<file path="src/rtl/permutation_ctrl.sv">
// Round scheduler for the ASCON-AEAD128 permutation datapath: sequences p^a / p^b
// rounds, driving round index, round constant and state-register controls.
module permutation_ctrl #(
  parameter int unsigned NB_ROUNDS_A = 12,
  parameter int unsigned NB_ROUNDS_B = 8
) (
  input  logic       clock_i,
  input  logic       resetb_i,
  input  logic       start_i,
  input  logic       mode_i,
  input  logic       abort_i,
  output logic       ready_o,
  output logic       busy_o,
  output logic [3:0] round_o,
  output logic [7:0] const_o,
  output logic       sel_init_o,
  output logic       en_reg_state_o,
  output logic       done_o,
  output logic [1:0] dbg_state_o
);

  // Handshake: a request is taken on a rising edge where ready_o=1, start_i=1 and
  // abort_i=0; the matching done_o is a single-cycle pulse, never back-pressured.

  typedef enum logic [1:0] {
    S_IDLE  = 2'd0,
    S_ROUND = 2'd1,
    S_DONE  = 2'd2
  } state_t;

  localparam logic [3:0] LP_FIRST_A = 4'(12 - NB_ROUNDS_A);
  localparam logic [3:0] LP_FIRST_B = 4'(12 - NB_ROUNDS_B);
  localparam logic [3:0] LP_LAST    = 4'd11;

  state_t     r_state;
  state_t     w_next_state;
  logic [3:0] r_round;
  logic       r_first;
  logic       w_accept;
  logic [3:0] w_const_hi;

  assign w_accept = (r_state == S_IDLE) && start_i && !abort_i;

  always_ff @(posedge clock_i or negedge resetb_i) begin
    if (!resetb_i) begin
      r_state <= S_IDLE;
    end else begin
      r_state <= w_next_state;
    end
  end

  always_comb begin
    w_next_state = r_state;
    case (r_state)
      S_IDLE: begin
        if (w_accept) w_next_state = S_ROUND;
      end
      S_ROUND: begin
        if (abort_i)                 w_next_state = S_IDLE;
        else if (r_round == LP_LAST) w_next_state = S_DONE;
      end
      S_DONE:  w_next_state = S_IDLE;
      default: w_next_state = S_IDLE;
    endcase
  end

  always_comb begin
    ready_o        = 1'b0;
    busy_o         = 1'b0;
    done_o         = 1'b0;
    sel_init_o     = 1'b0;
    en_reg_state_o = 1'b0;
    case (r_state)
      S_IDLE: ready_o = 1'b1;
      S_ROUND: begin
        busy_o         = 1'b1;
        en_reg_state_o = 1'b1;
        sel_init_o     = r_first;
      end
      S_DONE:  done_o = 1'b1;
      default: ;
    endcase
  end

  // Counter starts at 12-N so the last round is always 11; it saturates there.
  always_ff @(posedge clock_i or negedge resetb_i) begin
    if (!resetb_i) begin
      r_round <= 4'd0;
      r_first <= 1'b0;
    end else begin
      case (r_state)
        S_IDLE: begin
          if (w_accept) begin
            r_round <= mode_i ? LP_FIRST_B : LP_FIRST_A;
            r_first <= 1'b1;
          end
        end
        S_ROUND: begin
          r_first <= 1'b0;
          if (r_round != LP_LAST) r_round <= r_round + 4'd1;
        end
        default: ;
      endcase
    end
  end

  assign w_const_hi  = 4'hF - r_round;
  assign round_o     = r_round;
  assign const_o     = {w_const_hi, r_round};
  assign dbg_state_o = r_state;

endmodule

</file>
<file path="config.mk">
export PLATFORM = sky130hd
export DESIGN_NAME = permutation_ctrl
export DESIGN_NICKNAME = d
export VERILOG_FILES = /design/src/rtl/permutation_ctrl.sv
export SDC_FILE = /design/constraint.sdc
export NUM_CORES = 1
export LEC_CHECK = 0
export BUFFER_PORTS_ARGS = -buffer_cell sky130_fd_sc_hd__buf_2
export CORE_AREA = 2 2 39 41
export CTS_BUF_LIST = sky130_fd_sc_hd__clkbuf_2
export CTS_CLUSTER_SIZE = 24
export DETAILED_ROUTE_END_ITERATION = 8
export DIE_AREA = 0 0 41 43
export PLACE_DENSITY = 0.65
export SETUP_SLACK_MARGIN = 0.4
export SLEW_MARGIN = 30
export SYNTH_ARGS = -nofsm -noshare
export SYNTH_HDL_FRONTEND = slang
export SYNTH_SLANG_ARGS = --single-unit
</file>
<file path="constraint.sdc">
create_clock -name clock_i -period 1.9 [get_ports clock_i]
set_input_delay 0 -clock clock_i [delete_from_list [all_inputs] [get_ports clock_i]]
set_output_delay 0 -clock clock_i [all_outputs]
set_load 0.02 [all_outputs]
</file>
==> run_results.csv <==
group,metric,value,unit
outcome,status,"completed",
route,first_pass_iters,3,
placed_design,port_buffers,23,
final_layout,stdcell_count,83,
route,wl_per_cell,10.4,microns
clock_tree,post_cts_buffers,0,
worst_setup_path,endpoint_kind,"flop",
sta,final_hold_viol_count,0,
global_routing,grt_start_max_net_pins,10,
sta,worst_pin_slew,0.233,ns
power,finalPower,0.000837,W
clock_tree,clkSlewWorstSetupHoldPaths,0.08,ns
final_layout,drive_gt1_share,46.3,%
global_routing,grt_pass1_wl,1390,microns
yosys,yosysSeqAreaShare,42.8,%
final_layout,fin_nets,74,
route,drc,0,
worst_setup_path,crit_path_max_fanout,6,
sta,period_share,71.7,%
global_routing,track_usage,12.2,%
yosys,synth_simple_gate_area_share,24.2,%
yosys,synth_compound_area_share,12.8,%
sta,rsz0062_at_grt,"no",
sta,final-setup-viol-count,0,
floorplanning,fp.dieW,41,microns
sta,slew_headroom,84.3,%
sta,finalSetupTns,0,ns
yosys,synth_top_family_by_area,"simple AND/OR/NAND/NOR gates",
global_routing,grt_pass1_vias,336,
floorplanning,dieArea,0.00176,sq mm
route,via_count,401,
worst_setup_path,worst-endpoint-arrival,1.49,ns
sta,fin_crit,1.36,ns
job,cap_viol_max_count,0,
yosys,synth-xor-area-share,2.14,%
yosys,syn-num-nets,50,
worst_setup_path,worstSetupStartpointType,"primary input",
power,peakVddDrop,0.404,mV
floorplanning,initial_utilization,29.6,%
floorplanning,chipHeight,43,microns
placed_design,dp.final_hpwl,691,microns
clock_tree,clk_latency,0.24,ns
floorplanning,io_pins,24,
sta,fmaxAchievable,0.734,GHz
yosys,yosysWarnings,0,
route,ant_nets,0,
floorplanning,core_area,0.00138,sq mm
route,routed_wl,867,microns
sta,hold_ws,0.105,ns
sta,slew_viol_final,0,
min_path,hold_class,"in -> reg",
yosys,syn_avg_cell_area,9.30,sq um
final_layout,antenna_cells,0,
yosys,synth-seq-cells,7,
yosys,synthMuxAreaShare,0,%
sta,fin_skew,0.000856,ns
clock_tree,h-tree-depth,1,
global_routing,antenna_found_initial,0,
placed_design,place.gp.congestion,0.805,
yosys,synth_cell_types,24,
floorplanning,rows,14,
final_layout,syn2layout_area_growth,34.3,%
clock_tree,cts.sinks,7,
worst_setup_path,worstSetupPathType,"in -> reg",
placed_design,dp_cells,77,
final_layout,num-fill-cells,141,
clock_tree,cts_tree,"done",
power,p_leak,0.300,nW
power,p_per_area,1520,mW/mm^2
yosys,postSynthCellCount,44,
route,drt_iter0_markers,16,
route,drt-vias-per-instance,4.83,
worst_setup_path,crit_required,2.02,ns
clock_tree,ctsLongestPathBuffers,2,
global_routing,grt.overflow.total,0,
yosys,syn_area,409,sq um
yosys,synthAdderAreaFrac,3.06,%
clock_tree,clock-root-buffer,"clkbuf_2",
clock_tree,numCtsBuffers,3,
==> synthesized netlist by cell type <==
cell type | count | area, sq um
ha_1 | 1 | 12.5
and3b_1 | 1 | 8.76
buf_4 | 5 | 37.5
xnor2_1 | 1 | 8.76
and2b_1 | 1 | 7.51
o211ai_1 | 2 | 15.0
nand2_1 | 3 | 11.3
buf_2 | 1 | 5.00
or3_1 | 1 | 6.26
nand3_1 | 3 | 15.0
inv_1 | 4 | 15.0
nor3_1 | 2 | 10.0
and2_1 | 1 | 6.26
nand4_1 | 1 | 6.26
or4b_1 | 1 | 10.0
o21ai_0 | 2 | 10.0
a21oi_1 | 1 | 5.00
nor2_1 | 1 | 3.75
a221oi_2 | 1 | 15.0
nand2b_1 | 1 | 6.26
nand3b_1 | 1 | 7.51
clkinv_1 | 1 | 3.75
o31ai_1 | 1 | 7.51
dfrtp_1 | 7 | 175
==> kinds of logic after synthesis <==
group                      after synthesis
buffers and inverters                   11
adders and majority gates                1
and+or+nand+nor                         17
xor gates and xnor gates                 1
DFF                                      7
AOI/OAI and AO/OA                        7
==> worst max-delay path, cell delays in order <==
cell and delay, ns:
dlygate4sd3_1 0.53, buf_2 0.13, or4b_4 0.58, nor3_1 0.20, a221oi_2 0.05
==> final cells by class <==
type	instances	area [sq um]	area share, %
multi-input combinational	26	179	32.6
sequential	7	175	31.9
tap	16	20.0	3.64
clock buffer	4	20.0	3.64
inverter	5	20.0	3.64
timing repair buffer	25	135	24.6
==> final timing paths <==
check / depth (start not counted) / start / endpoint / slack (ns)
hold / removal: 3 / mode_i / round_o[2]$_DFFE_PN0P_ / 0.11
setup / recovery: 5 / abort_i / round_o[2]$_DFFE_PN0P_ / 0.54
hold reg to reg: 2 / r_first$_DFFE_PN0P_ / r_first$_DFFE_PN0P_ / 0.48
setup reg to reg: 3 / dbg_state_o[0]$_DFFE_PN0P_ / round_o[2]$_DFFE_PN0P_ / 0.54
min in group asynchronous: 2 / resetb_i / round_o[0]$_DFFE_PN0P_ / 0.12
max in group asynchronous: 2 / resetb_i / dbg_state_o[0]$_DFFE_PN0P_ / 1.62
==> layout by cell type (no fill, tap or decap) <==
cell	synthesis	final
and2b_1	1	1
and3b_1	1	1
nand3_1	3	3
nand3b_1	1	1
nand2b_2	0	1
xnor2_1	1	1
inv_1	4	4
buf_2	1	23
dlygate4sd3_1	0	2
a21oi_1	1	1
clkinv_2	0	1
or3_1	1	1
nor2_1	1	1
o211ai_1	2	2
o21ai_0	2	2
nand4_1	1	1
dfrtp_1	7	7
ha_1	1	1
nor3_1	2	2
and2_1	1	1
nand2_1	3	3
a221oi_2	1	1
clkbuf_2	0	4
o31ai_1	1	1
or4b_4	0	1
==> registers in the layout, summed over array words and instances (netlist names) <==
signal and count:
round_o 4, r_first 1, dbg_state_o 2
==> per-layer routing <==
metal  GRT usage (%)  up-vias  wire (microns)
li1                -      194               -
met1            12.4      190             335
met2            19.4       13             456
met3            3.14        4              47
met4            10.0        0              27
met5               0        -               0
==> timing repair <==
item | in CTS | in global routing
gates resized for setup | 1 | 2
pin swaps | 0 | 0
hold endpoints to repair | 9 | 0
hold buffers | 2 | 0
endpoints found under the setup margin | 1 | 4
==> through the flow <==
stage               worst slack (ns)  area [sq um]  util, %
floorplan                      0.414           409        -
detailed placement             0.472           502     36.3
global placement               0.490           502     36.3
finish                         0.538           549     39.7
global route                   0.460           549     39.7
CTS                            0.449           543     39.2
==> power breakdown <==
part,leakage (nW),total [W],switching [W],internal (W)
clock,0.0166,0.000116,0.0000603,0.0000560
combinational,0.195,0.000458,0.000293,0.000165
sequential,0.0883,0.000263,0.0000665,0.000196
Note: power is estimated with default switching activity, not from simulation.
